$ cat config.mk
export PLATFORM = sky130hd
export DESIGN_NAME = simple_out_deser
export DESIGN_NICKNAME = d
export VERILOG_FILES = /design/src/rtl/simple_pkg.sv /design/src/rtl/simple_toggle_cnt.sv /design/src/rtl/simple_out_deser.sv
export SDC_FILE = /design/constraint.sdc
export NUM_CORES = 1
export LEC_CHECK = 0
export ABC_AREA = 1
export BUFFER_PORTS_ARGS = -buffer_cell sky130_fd_sc_hd__buf_4
export CORE_MARGIN = 2
export CORE_UTILIZATION = 49
export CTS_CLUSTER_DIAMETER = 50
export CTS_CLUSTER_SIZE = 20
export DETAILED_ROUTE_END_ITERATION = 16
export MAX_ROUTING_LAYER = met4
export PLACE_DENSITY = 0.75
export RECOVER_POWER = 25
export SETUP_SLACK_MARGIN = 0.3
export SYNTH_ARGS = -nofsm -noshare
export SYNTH_HDL_FRONTEND = slang
export SYNTH_SLANG_ARGS = --single-unit
$ cat constraint.sdc
create_clock -name tau2015_clk -period 1.5 [get_ports tau2015_clk]
set_input_delay 0.075 -clock tau2015_clk [delete_from_list [all_inputs] [get_ports tau2015_clk]]
set_output_delay 0.075 -clock tau2015_clk [all_outputs]
set_load 0.01 [all_outputs]
$ cat src/rtl/simple_pkg.sv
// Shared constants and types for the simple_out_deser serial-to-word capture block.
package simple_pkg;

  localparam int unsigned DEF_WIDTH = 8;
  localparam int unsigned DEF_CNT_W = 16;

  // Saturation value of the toggle counter at its default width.
  localparam logic [DEF_CNT_W-1:0] DEF_CNT_MAX = '1;

  typedef enum logic {
    EMPTY = 1'b0,
    FULL  = 1'b1
  } ofsm_e;

endpackage

$ cat src/rtl/simple_toggle_cnt.sv
// Activity monitor: counts sampled transitions of a serial bit, saturating at all-ones.
module simple_toggle_cnt #(
  parameter int CNT_W = 16
) (
  input  logic             clk,
  input  logic             rst_n,
  input  logic             en_i,
  input  logic             bit_i,
  output logic [CNT_W-1:0] cnt_o
);

  localparam logic [CNT_W-1:0] CNT_MAX = '1;

  logic             prev_q, prev_d;
  logic [CNT_W-1:0] cnt_q, cnt_d;

  always_comb begin
    prev_d = prev_q;
    cnt_d  = cnt_q;
    if (en_i) begin
      prev_d = bit_i;
      if ((bit_i != prev_q) && (cnt_q != CNT_MAX)) begin
        cnt_d = cnt_q + 1'b1;
      end
    end
  end

  // prev starts at 0, so a first sampled 1 counts as a transition.
  always_ff @(posedge clk or negedge rst_n) begin
    if (!rst_n) begin
      prev_q <= 1'b0;
      cnt_q  <= '0;
    end else begin
      prev_q <= prev_d;
      cnt_q  <= cnt_d;
    end
  end

  assign cnt_o = cnt_q;

endmodule

$ cat src/rtl/simple_out_deser.sv
// Packs the serial benchmark output LSB-first into words and offers them on a
// registered valid/ready port, with a sticky drop flag and a transition counter.
module simple_out_deser
  import simple_pkg::*;
#(
  parameter  int WIDTH = DEF_WIDTH,
  parameter  int CNT_W = DEF_CNT_W,
  localparam int IDX_W = $clog2(WIDTH)
) (
  input  logic             tau2015_clk,
  input  logic             tau2015_rst_n,
  input  logic             ser_in,
  input  logic             en,
  output logic [WIDTH-1:0] word_data,
  output logic             word_valid,
  input  logic             word_ready,
  output logic             overflow,
  input  logic             clr_ovf,
  output logic [IDX_W-1:0] bit_idx,
  output logic [CNT_W-1:0] toggle_cnt
);

  localparam logic [IDX_W-1:0] LAST_IDX = IDX_W'(WIDTH - 1);

  logic [WIDTH-1:0] shift_q, shift_d;
  logic [IDX_W-1:0] bit_idx_q, bit_idx_d;
  logic [WIDTH-1:0] word_data_q, word_data_d;
  logic             overflow_q, overflow_d;
  ofsm_e            state_q, state_d;
  logic             complete;
  logic [WIDTH-1:0] done_word;

  // NOTE: every always_comb output gets a default first so no path infers a latch.
  always_comb begin
    shift_d   = shift_q;
    bit_idx_d = bit_idx_q;
    complete  = en && (bit_idx_q == LAST_IDX);
    done_word = shift_q;
    done_word[WIDTH-1] = ser_in;
    if (en) begin
      shift_d[bit_idx_q] = ser_in;
      bit_idx_d = complete ? '0 : bit_idx_q + 1'b1;
    end
  end

  // A completion while FULL is only accepted if the held word leaves this cycle.
  always_comb begin
    state_d     = state_q;
    word_data_d = word_data_q;
    overflow_d  = clr_ovf ? 1'b0 : overflow_q;
    unique case (state_q)
      EMPTY: begin
        if (complete) begin
          word_data_d = done_word;
          state_d     = FULL;
        end
      end
      FULL: begin
        if (word_ready) begin
          if (complete) begin
            word_data_d = done_word;
          end else begin
            state_d = EMPTY;
          end
        end else if (complete) begin
          overflow_d = 1'b1;
        end
      end
      default: state_d = EMPTY;
    endcase
  end

  // NOTE: sequential state uses non-blocking assignments only, so every flop
  // samples the pre-edge values regardless of statement order.
  always_ff @(posedge tau2015_clk or negedge tau2015_rst_n) begin
    if (!tau2015_rst_n) begin
      shift_q     <= '0;
      bit_idx_q   <= '0;
      word_data_q <= '0;
      overflow_q  <= 1'b0;
      state_q     <= EMPTY;
    end else begin
      shift_q     <= shift_d;
      bit_idx_q   <= bit_idx_d;
      word_data_q <= word_data_d;
      overflow_q  <= overflow_d;
      state_q     <= state_d;
    end
  end

  simple_toggle_cnt #(
    .CNT_W(CNT_W)
  ) u_toggle_cnt (
    .clk   (tau2015_clk),
    .rst_n (tau2015_rst_n),
    .en_i  (en),
    .bit_i (ser_in),
    .cnt_o (toggle_cnt)
  );

  assign word_data  = word_data_q;
  assign word_valid = (state_q == FULL);
  assign overflow   = overflow_q;
  assign bit_idx    = bit_idx_q;

endmodule

Yosys cells after proc, flatten, opt, wreduce, memory -nomap -nowiden. Index checks and enable logic that the tools add are counted.

Bitwise gates (word level): 1. Reductions and logical operators: 4. $add $sub $neg: 2. Equal/unequal tests: 4. Multiplexer cells: 14. Order comparisons: 2.

Operator list (number): adder 16 x 1 -> 16 bit, second input constant (1); 2-to-1 mux 8 bit (2); inequality test 16 bit, second input constant (1); one-hot mux 8 bit (2 select lines) (1); bitwise mux 8 bit (1); 2-to-1 mux 1 bit (7); < comparator 3 x 4 -> 1 bit, second input constant (1); adder 3 x 1 -> 3 bit, second input constant (1); demux 1 bit (select 3 bit) (1); == test 3 bit, second input constant (1); >= comparator 3 x 1 -> 1 bit, second input constant (1); logical AND 1 bit (3); 2-to-1 mux 3 bit (1); inequality test 2 bit, second input constant (1); one-hot mux 1 bit (2 select lines) (1); AND reduction 2 bit (1); inequality test 1 bit (1); NOT 1 bit (1).

Flip-flop bits (word level): 38. Logic and storage cells: 34.

Depth between registers and ports, before layout.
Word-level depth: 5. Depth in mapped cells: 10. Mapped depth without buffers: 9.

Cells and area by module. A second synthesis with hierarchy kept.

Cell total of the unflattened synthesis: 267. Area, all modules: 2009.4 µm².

Modules (own cells, without submodules): simple_toggle_cnt (times used 1, cells each 164, sequential area each 425.4 µm², area each 1106.1 µm²); simple_out_deser (times used 1, cells each 103, sequential area each 500.5 µm², area each 903.4 µm²).

Worst setup path before layout. OpenSTA, ideal clock, no wires.

Path kind: register to register. Start: register u_toggle_cnt.cnt_q[0] (netlist: u_toggle_cnt.cnt_o[0]). End: register u_toggle_cnt.cnt_q[0] (netlist: u_toggle_cnt.cnt_o[0]). Cell stages (with the launch flop): 11. Path buffers: 1. Data arrival time: 1.470 ns. Setup slack: -0.088 ns. Period minus slack after synthesis: 1.588 ns. Cell sequence: dfrtp_1 ha_1 buf_2 nand2_1 nor2_1 nand2_1 inv_2 nand2_2 nand3_1 nand2_1 nand2_1.

Cells in the longest elaborated chain, start to end: 3.

Ends and longest elaborated chain: from (decl) (line simple_toggle_cnt.sv:15) `logic [CNT_W-1:0] cnt_q, cnt_d;`; from (signal assigned) (line simple_toggle_cnt.sv:35) `cnt_q <= cnt_d;`; parallel branches: the longest is 3 deep, another holds adder 16 x 1 -> 16 bit.

Parallel ways; which one is timed is not known. A chain may end at the register's enable or synchronous reset.

Worst setup path in the final report.
Start: register u_toggle_cnt.cnt_q[0] (netlist: u_toggle_cnt.cnt_o[0]). End: register u_toggle_cnt.cnt_q[7] (netlist: u_toggle_cnt.cnt_o[7]).

Same word-level chain as after synthesis.

==> results.txt <==
The synthesized area per cell is 7.92 µm². In this run the critical register-to-register path is captured at u_toggle_cnt.cnt_o[7]$_DFFE_PN0P_. The H-tree generated during clock tree synthesis spans 2 levels. The arrival time at the worst endpoint came out at approximately 1.6 ns. The unique cell type count in the Yosys netlist is 25. Once placement finished, the instance area stood at around 2400 µm².

The layout overhead on the synthesized area is 48.3%. The count of endpoints failing hold in the final timing report was 0. The floorplan step set the die width to about 66 µm. The number of port buffers is 34. Fill cells in the final layout number about 270.

The min-delay analysis places its worst path in the category primary input to flip-flop. The maximum operating frequency came out at approximately 700 MHz. The largest clock skew in the final design came out at 0.00775 ns.

Setup repair after global routing could not meet its margin everywhere. The critical path is of the flip-flop to flip-flop type. In the routed design, unresolved DRC markers number 0. The startpoint identified for the worst hold timing path is en. Row generation in the floorplan step produced 22 rows.

The initial antenna violation count came to 0. The via count came out at about 1800. The most common cell after layout, fill and taps aside is sky130_fd_sc_hd__nand2_1. The count of yosys warnings during synthesis is 0. The number of storage elements in the synthesis netlist is 37. After detailed routing, the average wire length per cell comes to approximately 15 µm. The root cell of the clock tree is sky130_fd_sc_hd__clkbuf_8.

The detailed placer's ending HPWL came out at between 3 and 4 mm. The detailed-route wire length came out at a little over 5 mm. The number of clock buffers inserted by TritonCTS is 5. The chip height came out at roughly 66 µm. The number of cells on the worst hold path came out at 2. The count of TritonRoute iterations in the first routing pass came out at 4. The die covers 4360 µm². The clock network burns about a fifth of the power.

Including well taps, the total number of placed cells is about 330. The run finished with clean final reports. By area the synthesized netlist is led by sky130_fd_sc_hd__dfrtp_1 (49%), sky130_fd_sc_hd__nand2_1 (15%), sky130_fd_sc_hd__nand3_1 (8.0%). The global-route wire length before repair came out at roughly 7.5 mm. The worst vdd rail ir drop is just over 900 µV. The core footprint is 3690 µm².

The number of antenna cells inserted came out at 0. Timing analysis after detailed placement gives a worst setup slack of around 0.048 ns. At the pin with the least slew margin, the transition time is roughly 0.91 ns. The latest clock arrival within the worst-skew pair is 0.29 ns. The biggest fanout along the worst timing path came out at 8.

The share of synthesized area occupied by flip-flops and latches came out at between 40% and 50%. The antenna violation net count after detailed routing is 0. Summing every instance area after synthesis gives about 1900 µm².

Across all register-to-register paths, the minimum setup slack is slightly above 0.09 ns. The number of cells on the worst reg-to-reg path came out at 9. Synthesis handed over a netlist of around 240 instances. In this run switching power makes up a little over a third of total power. The number of max-cap violations is 0. The power per cell area is around 1400 nW/µm². The total global routing track utilization came out at roughly a quarter.

The number of max-slew violations in the final report is 0. The total overflow left after global routing is 0. The number of nets produced by synthesis came out at between 200 and 250. Data on the critical path is required at its endpoint by between 1.5 and 2 ns. In the post-route analysis, the smallest setup slack over all paths is a little over 0.09 ns. Dividing the detail-routed via count by the number of cells gives between 5 and 6. The total internal power is about 2.6 mW. Routability-driven placement finished with a final weighted congestion of roughly 0.88.

The share of the clock period used by the worst path is about 94%. The largest net degree at the start of global routing is 38. In this run the power spent charging and discharging nets is between 1 and 1.5 mW. Cells with a size suffix above 1 make up around 44% of the layout. The CTS sink count is 37. The critical path launch point type is a flip-flop. The library cells used most frequently in the layout, excluding fill and tap cells, are sky130_fd_sc_hd__nand2_1 (61), sky130_fd_sc_hd__buf_4 (49), sky130_fd_sc_hd__dfrtp_1 (30). The critical path capture point type is a flip-flop. The share of the synthesized area in the top cell type came out at between 40 and 50%.

In this run, flip-flops and latches consume between 30 and 40% of the power. The smallest clock period supported by the final layout is computed as between 1 and 1.5 ns. The synthesized design spends more area on one cell type than any other, namely sky130_fd_sc_hd__dfrtp_1. The startpoint identified for the worst register-to-register timing path is u_toggle_cnt.cnt_o[0]$_DFFE_PN0P_. The tightest slew margin relative to the limit is around two fifths. The part of the total power dissipated in combinational logic came out at 40.8%.

The via count of the first global-routing pass is approximately 1700. After clock tree synthesis, the clock-pin slew on the worst setup and hold paths is roughly 0.08 ns. The deepest clock path buffer count came out at 2. The net count of the finished layout is 311. The leakage dissipation is between 1 and 1.5 nW. The final cell count without fillers came out at 351. The first routing iteration left approximately 170 violations. The count of boundary I/O pins is 35. The accumulated negative setup slack came out at 0 ns.

The finished cells cover about 2800 µm². The endpoint of the worst hold-timing path is bit_idx[2]$_DFFE_PN0P_. The total of endpoints with negative setup slack in the final report came out at 0. TritonCTS built the clock tree. The initial core utilization is ~50%.
[power by group through the flow]
stage | Clock (mW) | Combinational, mW | Sequential [mW]
global placement | 0 | 1.25 | 1.56
global route | 0.825 | 1.75 | 1.62
finish | 0.767 | 1.62 | 1.58
CTS | 0.784 | 1.42 | 1.55
detailed placement | 0 | 1.28 | 1.58
floorplan | 0 | 0.678 | 1.63
[critical path, stage by stage (launching register included)]
cell and delay (ns):
sky130_fd_sc_hd__dfrtp_1 0.41, sky130_fd_sc_hd__ha_4 0.19, sky130_fd_sc_hd__nand2_2 0.07, sky130_fd_sc_hd__nor2_2 0.04, sky130_fd_sc_hd__nand2_2 0.12, sky130_fd_sc_hd__inv_4 0.06
sky130_fd_sc_hd__nand2_4 0.10, sky130_fd_sc_hd__nand3_4 0.14, sky130_fd_sc_hd__nand2_1 0.11, sky130_fd_sc_hd__nand2_1 0.05
[area by class of cell]
cell class	count	area, µm²	share of cell area [%]
tap	48	60.1	2.15
sequential	37	935	33.4
clock buffer	7	96.3	3.45
timing repair buffer	60	483	17.3
inverter	28	109	3.89
clock inverter	1	5.00	0.179
multi-input combinational	170	1110	39.6
[stage by stage]
step	total power [mW]	hold WS (ns)	utilization, %
floorplan	2.31	-0.221	-
global placement	2.81	0.0675	63.8
detailed placement	2.85	0.0648	63.8
CTS	3.75	0.117	69.7
global route	4.19	0.139	75.8
finish	3.96	0.131	75.8
[sequential cells by signal (all words and copies together) (netlist names)]
register             flops
overflow                 1
word_valid               1
u_toggle_cnt.cnt_o      16
word_data                8
bit_idx                  3
shift_q                  7
u_toggle_cnt.prev_q      1
[timing repair]
action                                  4_1_cts  5_1_grt
resized for setup                             7       59
hold endpoints to repair                     38        0
endpoints found under the setup margin       24       33
hold buffers                                  2        0
setup buffers                                 6        5
gates cloned                                  2        1
pin swaps                                     5       14
[synth_stat cells, drive strengths merged]
cell and instances:
nand2 76, dfrtp 37, nand3 30, inv 27, nor2 27, mux2 7
a21oi 6, a31oi 6, buf 5, o21ai 5, ha 3, xor2 3
clkinv 1, nand3b 1, nand4 1, nor3 1, o22ai 1, xnor2 1
[cells by family after synthesis]
kind of cell	after synthesis	synth area share (%)
flip-flops	37	49.1
buffers and inverters	33	7.17
AND/OR/NAND/NOR	136	30.0
adder cells (fa/ha/maj)	3	1.99
multiplexers	7	4.18
XOR/XNOR	4	2.26
AO/OA/AOI/OAI	18	5.25
[per-layer routing]
metal  GRT usage [%]  wire length, µm  vias up
met5               -                0        -
met4            7.40               77        0
met3            5.11              249        7
met2            42.0             2740       66
met1            27.5             2060      868
li1                -                -      897
[worst max path at each step]
stage	start	to	slack, ns	cells after the start
after CTS	u_toggle_cnt.cnt_o[1]$_DFFE_PN0P_	u_toggle_cnt.cnt_o[15]$_DFFE_PN0P_	0.09	9
after global routing	u_toggle_cnt.cnt_o[0]$_DFFE_PN0P_	u_toggle_cnt.cnt_o[7]$_DFFE_PN0P_	0.01	9
after global placement	u_toggle_cnt.cnt_o[0]$_DFFE_PN0P_	u_toggle_cnt.cnt_o[7]$_DFFE_PN0P_	0.08	9
after detailed placement	u_toggle_cnt.cnt_o[0]$_DFFE_PN0P_	u_toggle_cnt.cnt_o[5]$_DFFE_PN0P_	0.05	9
after floorplan	u_toggle_cnt.cnt_o[1]$_DFFE_PN0P_	u_toggle_cnt.cnt_o[0]$_DFFE_PN0P_	0.01	10
final	u_toggle_cnt.cnt_o[0]$_DFFE_PN0P_	u_toggle_cnt.cnt_o[7]$_DFFE_PN0P_	0.09	9
(Power assumes the default switching activity.)
